$ cat config.mk
export PLATFORM = sky130hd
export DESIGN_NAME = dyn_node_keeper
export DESIGN_NICKNAME = d
export VERILOG_FILES = /design/src/rtl/node_pkg.sv /design/src/rtl/sat_counter.sv /design/src/rtl/dyn_node_keeper.sv
export SDC_FILE = /design/constraint.sdc
export NUM_CORES = 1
export LEC_CHECK = 0
export BUFFER_PORTS_ARGS = -buffer_cell sky130_fd_sc_hd__buf_2
export CORE_MARGIN = 8
export CORE_UTILIZATION = 50
export CTS_CLUSTER_DIAMETER = 40
export DETAILED_ROUTE_END_ITERATION = 10
export PLACE_DENSITY_LB_ADDON = 0.2
export SYNTH_ARGS = -nofsm -noshare
export SYNTH_HDL_FRONTEND = slang
export SYNTH_SLANG_ARGS = --single-unit
export TNS_END_PERCENT = 50
$ cat constraint.sdc
create_clock -name clk -period 5.5 [get_ports clk]
set_input_delay 0 -clock clk [delete_from_list [all_inputs] [get_ports clk]]
set_output_delay 0 -clock clk [all_outputs]
set_load 0.005 [all_outputs]
$ cat src/rtl/node_pkg.sv
// rtl/node_pkg.sv - shared types and helpers for the dynamic node keeper and cell benches
package node_pkg;

    // Four-state drain levels are carried as an explicit 2-bit code so z and x survive two-state tools.
    typedef enum logic [1:0] {
        L0 = 2'd0,
        L1 = 2'd1,
        LZ = 2'd2,
        LX = 2'd3
    } lvl_t;

    typedef enum logic [2:0] {
        ST_RESET   = 3'd0,
        ST_DRIVEN  = 3'd1,
        ST_FLOAT   = 3'd2,
        ST_DECAYED = 3'd3,
        ST_CONTEND = 3'd4
    } node_state_t;

    function automatic logic is_z(input lvl_t v);
        return v == LZ;
    endfunction

    function automatic logic is_known(input lvl_t v);
        return (v == L0) || (v == L1);
    endfunction

endpackage

$ cat src/rtl/sat_counter.sv
// rtl/sat_counter.sv - saturating up-counter with clear and enable
module sat_counter #(
    parameter int              W   = 8,
    parameter logic [W-1:0]    MAX = '1
) (
    input  logic         clk,
    input  logic         rst,
    input  logic         en,
    input  logic         inc,
    input  logic         clr,
    output logic [W-1:0] q
);

    logic [W-1:0] r_q;

    always_ff @(posedge clk) begin
        if (rst) begin
            r_q <= '0;
        end else if (en) begin
            if (clr) begin
                r_q <= '0;
            end else if (inc && (r_q != MAX)) begin
                r_q <= r_q + 1'b1;
            end
        end
    end

    assign q = r_q;

endmodule

$ cat src/rtl/dyn_node_keeper.sv
// rtl/dyn_node_keeper.sv - resolves pull-up/pull-down drains onto one dynamic node with charge retention
module dyn_node_keeper
    import node_pkg::*;
#(
    parameter int RETAIN_CYCLES = 16,
    parameter int CNT_W         = 8
) (
    input  logic                                 clk,
    input  logic                                 rst,
    input  logic                                 sample_en,
    input  lvl_t                                 pu_d,
    input  lvl_t                                 pd_d,
    input  logic                                 clr_sticky,
    output lvl_t                                 node,
    output logic                                 node_known,
    output node_state_t                          node_state,
    output logic [$clog2(RETAIN_CYCLES+1)-1:0]   float_cnt,
    output logic                                 contention_seen,
    output logic [CNT_W-1:0]                     contention_cnt
);

    localparam int FW = $clog2(RETAIN_CYCLES + 1);

    lvl_t        r_node;
    node_state_t r_state;
    logic        r_seen;

    logic w_pu_z;
    logic w_pd_z;
    logic w_contend;
    logic w_driven;
    logic w_float;
    logic w_decay;
    lvl_t w_drv_val;

    assign w_pu_z    = is_z(pu_d);
    assign w_pd_z    = is_z(pd_d);
    assign w_contend = !w_pu_z && !w_pd_z;
    assign w_driven  = w_pu_z ^ w_pd_z;
    assign w_float   = w_pu_z && w_pd_z;
    assign w_drv_val = w_pu_z ? pd_d : pu_d;
    // This float sample is the one that reaches the retention limit (or it was already reached).
    assign w_decay   = (float_cnt >= FW'(RETAIN_CYCLES - 1));

    sat_counter #(
        .W   (FW),
        .MAX (FW'(RETAIN_CYCLES))
    ) u_float_cnt (
        .clk (clk),
        .rst (rst),
        .en  (sample_en),
        .inc (w_float),
        .clr (!w_float),
        .q   (float_cnt)
    );

    sat_counter #(
        .W (CNT_W)
    ) u_contention_cnt (
        .clk (clk),
        .rst (rst),
        .en  (sample_en),
        .inc (w_contend),
        .clr (1'b0),
        .q   (contention_cnt)
    );

    always_ff @(posedge clk) begin
        if (rst) begin
            r_node  <= LX;
            r_state <= ST_RESET;
            r_seen  <= 1'b0;
        end else begin
            if (sample_en && w_contend) begin
                r_seen <= 1'b1;
            end else if (clr_sticky) begin
                r_seen <= 1'b0;
            end
            if (sample_en) begin
                if (w_contend) begin
                    r_node  <= LX;
                    r_state <= ST_CONTEND;
                end else if (w_driven) begin
                    r_node  <= w_drv_val;
                    r_state <= ST_DRIVEN;
                end else if (w_decay) begin
                    r_node  <= LX;
                    r_state <= ST_DECAYED;
                end else begin
                    // Held charge: from reset or contention the held value is already x.
                    r_state <= ST_FLOAT;
                end
            end
        end
    end

    assign node            = r_node;
    assign node_known      = is_known(r_node);
    assign node_state      = r_state;
    assign contention_seen = r_seen;

endmodule
# Word level (Yosys, flattened, before mapping)

Index checks and enable logic that the tools add are counted.

Flip-flop bits (word level): 19
Bits in latches: 0
RAM bits: 0
Memory bits (read-only): 0
Word-level logic and storage cells: 40
Memories kept: 0

Add/sub/neg operators: 2
$mul: 0
Div/mod/pow operators: 0
Order comparisons: 1
Equal/unequal tests: 6
Shifts and indexed selects: 0
Muxes and demuxes: 11
Bitwise operators: 1
Reductions and logical operators: 14

Operator list:

| cell                  | count |
|---|---|
| $mux W2               | 5 |
| $mux W5               | 2 |
| $add A8 B1 Y8 const B | 1 |
| $ne A8 B8 Y1 const B  | 1 |
| $reduce_and A2 Y1     | 3 |
| $add A5 B1 Y5 const B | 1 |
| $ge A5 B4 Y1 const B  | 1 |
| $logic_and A1 B1 Y1   | 5 |
| $ne A5 B5 Y1 const B  | 1 |
| $eq A2 B2 Y1 const B  | 2 |
| $mux W1               | 3 |
| $mux W3               | 1 |
| $reduce_bool A3 Y1    | 1 |
| $eq A2 B1 Y1 const B  | 1 |
| $logic_not A1 Y1      | 2 |
| $logic_not A2 Y1      | 1 |
| $ne A2 B2 Y1 const B  | 1 |
| $reduce_bool A2 Y1    | 1 |
| $logic_or A1 B1 Y1    | 1 |
| $xor A1 B1 Y1         | 1 |

# Logic depth before layout (Yosys ltp)

Word-level depth: 5
Gate-level depth with buffers: 6
Gate-level depth less buffers: 6

# Hierarchy

From an unflattened synthesis, not the netlist that was laid out.

Cell total of the unflattened synthesis: 127
Area total of the unflattened synthesis: 1133.6 um^2

Modules (own cells, without submodules):

| module                          | times used | cells an instance | area each (um^2) | sequential area each (um^2) |
|---|---|---|---|---|
| sat_counter at u_contention_cnt | 1          | 58                | 508.0            | 160.2 |
| dyn_node_keeper                 | 1          | 36                | 312.8            | 120.1 |
| sat_counter at u_float_cnt      | 1          | 33                | 312.8            | 100.1 |

# Worst setup path before layout

Ideal clock, no wire load.

Path kind: register to register
Start point: reg u_float_cnt.r_q[0], in the netlist u_float_cnt.q[0]
End point: reg r_node[0], in the netlist node[0]
Setup time: 72 ps
Arrival: 1736 ps
Data required time: 5428 ps
Setup slack: 3692 ps
Stages on the path, launching flop included: 7
Path buffers: 0
Path through: dfxtp_1 ha_1 and3_2 ha_1 or3_1 o31ai_2 mux2i_1

Longest elaborated chain between the ends: 3

RTL lines:

| element                      | RTL line              | source |
|---|---|---|
| start: declaration           | sat_counter.sv:14     | `logic [W-1:0] r_q;` |
| start signal: assignment     | sat_counter.sv:23     | `r_q <= r_q + 1'b1;` |
| $ge A5 B4 Y1                 | dyn_node_keeper.sv:43 | `assign w_decay = (float_cnt >= FW'(RETAIN_CYCLES - 1));` |
| $reduce_bool A3 Y1 (no line) | n/a                   |  |
| $reduce_and A2 Y1 (no line)  | n/a                   |  |
| end signal: assignment       | dyn_node_keeper.sv:84 | `r_node <= w_drv_val;` |
| end: declaration             | dyn_node_keeper.sv:24 | `lvl_t r_node;` |

Every way passes these cells.
A chain may end at the register's enable or synchronous reset.

# Worst setup path in the final report

Ends and elaborated chain as after synthesis.

==> results.py <==
metrics = {
    "final_layout": {
        "layout-drive-gt1-share_pct": 25.7,
        "fill_cells": 187,
        "antennaDiodeCount": 0,
        "fin_cells": 167,
        "area_growth_pct": 17.1,
        "nNetsFinal": 155,
    },
    "setup_path": {
        "rr_startpoint": "u_float_cnt.q[0]$_SDFFE_PP0P_",
        "slowest_stage": "dfxtp_1",
        "r2r-end": "node[0]$_SDFFE_PP1P_",
        "critPathArrivalTime_ns": 2.15,
        "reg2regPathDepth": 6,
        "path_cells": "ha_1 > and3_2 > ha_1 > or3_1 > o31ai_2 > mux2i_1",
        "critPathLaunchType": "flop",
        "cp.required_ns": 5.73,
        "crit_top_cell": "ha_1",
        "setup.worst_path.class": "reg -> reg",
        "slowest_delay_ns": 0.37,
        "reg2reg_setup_slack_ns": 3.58,
        "critPathMaxFanout": 7,
        "end_kind": "flop",
    },
    "global_routing": {
        "grt_pass1_vias": 836,
        "grtUsageTotal_pct": 12.3,
        "overflow": 0,
        "antenna_found_initial": 0,
        "grt_pass1_wl_mm": 3.63,
        "grt_max_degree": 26,
    },
    "logic_synthesis": {
        "yosysTopAreaCell": "dfxtp_1",
        "synth_area_leaders": "dfxtp_1 (36%), ha_1 (7.1%), nand2b_1 (5.3%)",
        "synth_top_area_share_pct": 35.9,
        "synth_cell_types": 37,
        "yosysSeqAreaShare_pct": 35.9,
        "synth_flop_cell": "dfxtp_1",
        "synthCells": 114,
        "yosysWarnings": 0,
        "postSynthAreaPerCell_um2": 9.30,
        "syn_nets": 128,
        "synth-edff-count": 0,
        "synth-seq-cells": 19,
        "async_flop_share_pct": 0,
        "netlist_area_mm2": 0.00106,
    },
    "power_and_ir_drop": {
        "p_leak_nw": 0.556,
        "ir_drop_mv": 0.100,
        "swShare_pct": 24.9,
        "p_seq_share_pct": 59.5,
        "power.switching_mw": 0.0598,
        "pwr-share-comb_pct": 11.1,
        "cellPowerDensity_mw_per_mm2": 193,
        "clockPowerShare_pct": 29.4,
        "internal_power_mw": 0.180,
        "total_power_mw": 0.240,
    },
    "place": {
        "io_buffers": 27,
        "pre_cts_ws_ns": 3.60,
        "gp_congestion": 0.767,
        "place_hpwl_mm": 1.75,
        "place_inst": 162,
    },
    "timing": {
        "fmax_mhz": 521,
        "clock_skew_ns": 0.00502,
        "hold_viol": 0,
        "worst_slack_ns": 3.58,
        "period_share_pct": 34.9,
        "period_needed_ns": 1.92,
        "tns_ns": 0,
        "maxSlewViolCount": 0,
        "worst_pin_slew_ns": 0.411,
        "rsz0062_at_grt": "false",
        "slew_headroom_pct": 72.6,
        "setup_viol": 0,
    },
    "detailed_routing": {
        "wl_per_cell_um": 14.0,
        "drt_first_pass_iters": 4,
        "drc_errors": 0,
        "vias_per_cell": 5.51,
        "drtIter0Drc": 16,
        "wl_mm": 2.33,
        "ant_nets": 0,
        "vias": 921,
    },
    "clock_tree": {
        "cts_setup_buffers": 0,
        "cts-root-buf": "clkbuf_4",
        "numCtsBuffers": 3,
        "cts_tree": "built",
        "clockBufferDepth": 2,
        "clk_pin_slew_ns": 0.11,
        "htree_levels": 1,
        "clock_latency_ns": 0.29,
        "clock_sinks": 19,
    },
    "die": {
        "rows": 16,
        "die_h_um": 62.0,
        "start_util_pct": 53.5,
        "ioPinCount": 28,
        "coreArea_mm2": 0.00198,
        "die_x_um": 62.0,
        "die-area_mm2": 0.00385,
    },
    "flow_run": {
        "drv_cap": 0,
    },
    "worst_hold_path": {
        "whs_endpoint": "node[0]$_SDFFE_PP1P_",
        "hold_depth": 4,
        "hold_start": "pu_d[0]",
        "min_path_type": "in -> reg",
    },
    "status": {
        "status": "finished clean",
    },
}
==> placed cells by master, fill, tap and decap left out, types with 2 or more instances in the layout <==
cell	n
and3_1	2
mux2i_1	5
a21boi_0	2
and4_1	3
o32ai_1	3
a311oi_1	3
dfxtp_1	19
nand2_1	5
a31oi_1	3
and4b_1	2
buf_2	27
nor3_1	2
ha_1	6
nor2_1	3
clkbuf_4	3
nand2b_1	9
o21ai_0	2
nor4bb_1	3
inv_1	7
nor2b_1	5
a21oi_1	9
==> registers in the layout (all words and copies together), names as in the netlist <==
name and count:
u_float_cnt.q 5, contention_seen 1, node_state 3, node 2, u_contention_cnt.q 8
==> worst max path at each step <==
| stage | startpoint | end |
|---|---|---|
| 2_1_floorplan | u_float_cnt.q[0]$_SDFFE_PP0P_ | node[0]$_SDFFE_PP1P_ |
| 6_report | u_float_cnt.q[0]$_SDFFE_PP0P_ | node[0]$_SDFFE_PP1P_ |
| 3_5_place_dp | u_float_cnt.q[0]$_SDFFE_PP0P_ | node[0]$_SDFFE_PP1P_ |
| 5_1_grt | u_float_cnt.q[0]$_SDFFE_PP0P_ | node[0]$_SDFFE_PP1P_ |
| 3_3_place_gp | u_float_cnt.q[0]$_SDFFE_PP0P_ | node[1]$_SDFFE_PP1P_ |
| 4_1_cts | u_float_cnt.q[0]$_SDFFE_PP0P_ | node[0]$_SDFFE_PP1P_ |
==> kinds of logic (layout without fill, tap and decap cells) <==
family | count (synthesis) | in the layout | share of synthesized area (%)
AO/OA/AOI/OAI | 26 | 26 | 16.8
adder cells (fa/ha/maj) | 6 | 6 | 7.08
buffers and inverters | 13 | 39 | 4.84
flip-flops | 19 | 19 | 35.9
multiplexers | 7 | 7 | 6.85
AND/OR/NAND/NOR | 43 | 43 | 28.6
==> Yosys cell counts, types with 2 or more instances <==
cell type,n
inv_1,7
a311oi_1,3
nand2b_1,9
o32ai_1,3
o21ai_0,2
mux2i_1,5
and4_1,3
and4b_1,2
and3_1,2
nor4bb_1,3
a21boi_0,2
nor3_1,2
nor2_1,3
clkbuf_1,3
ha_1,6
dfxtp_1,19
nand2_1,5
a31oi_1,3
buf_2,2
a21oi_1,9
nor2b_1,5
==> repair_timing <==
action / 4_1_cts / 5_1_grt
endpoints found under the hold margin: 1 / 0
hold buffers: 1 / 0
gates resized for setup: 0 / 0
==> critical path, delay by kind of cell (launching register included) <==
family                   cells  cell delay [ns]
AO/OA/AOI/OAI                1             0.33
multiplexers                 1             0.22
adder cells (fa/ha/maj)      2             0.39
AND/OR/NAND/NOR              2             0.54
flip-flops                   1             0.37
==> final cells by class <==
type	count	area (um^2)	area share, %
Sequential cell	19	380	30.6
Clock inverter	1	5.00	0.403
Timing Repair Buffer	28	145	11.7
Multi-Input combinational cell	82	628	50.6
Tap cell	27	33.8	2.72
Clock buffer	3	22.5	1.81
Inverter	7	26.3	2.12
==> power groups by stage <==
stage | Combinational (mW) | Sequential (mW) | Clock (mW)
2_1_floorplan | 0.0162 | 0.146 | 0
3_3_place_gp | 0.0256 | 0.146 | 0
3_5_place_dp | 0.0266 | 0.146 | 0
4_1_cts | 0.0271 | 0.143 | 0.0748
5_1_grt | 0.0297 | 0.143 | 0.0791
6_report | 0.0268 | 0.143 | 0.0706
==> per-layer routing <==
| metal | up-vias | track usage, % | share of wire [%] |
|---|---|---|---|
| met1 | 428 | 15.9 | 50 |
| li1 | 473 | - | - |
| met2 | 18 | 19.6 | 44 |
| met5 | - | 0 | 0 |
| met4 | 0 | 4.87 | 0.43 |
| met3 | 2 | 2.26 | 5.2 |
==> per-stage QoR <==
stage          util [%]  instance area [um^2]  hold WS [ns]
3_3_place_gp       60.7                  1200         0.266
3_5_place_dp       60.7                  1200         0.278
4_1_cts            62.6                  1240         0.104
6_report           62.6                  1240         0.116
5_1_grt            62.6                  1240         0.125
2_1_floorplan         -                  1060         0.164
(Power assumes the default switching activity.)
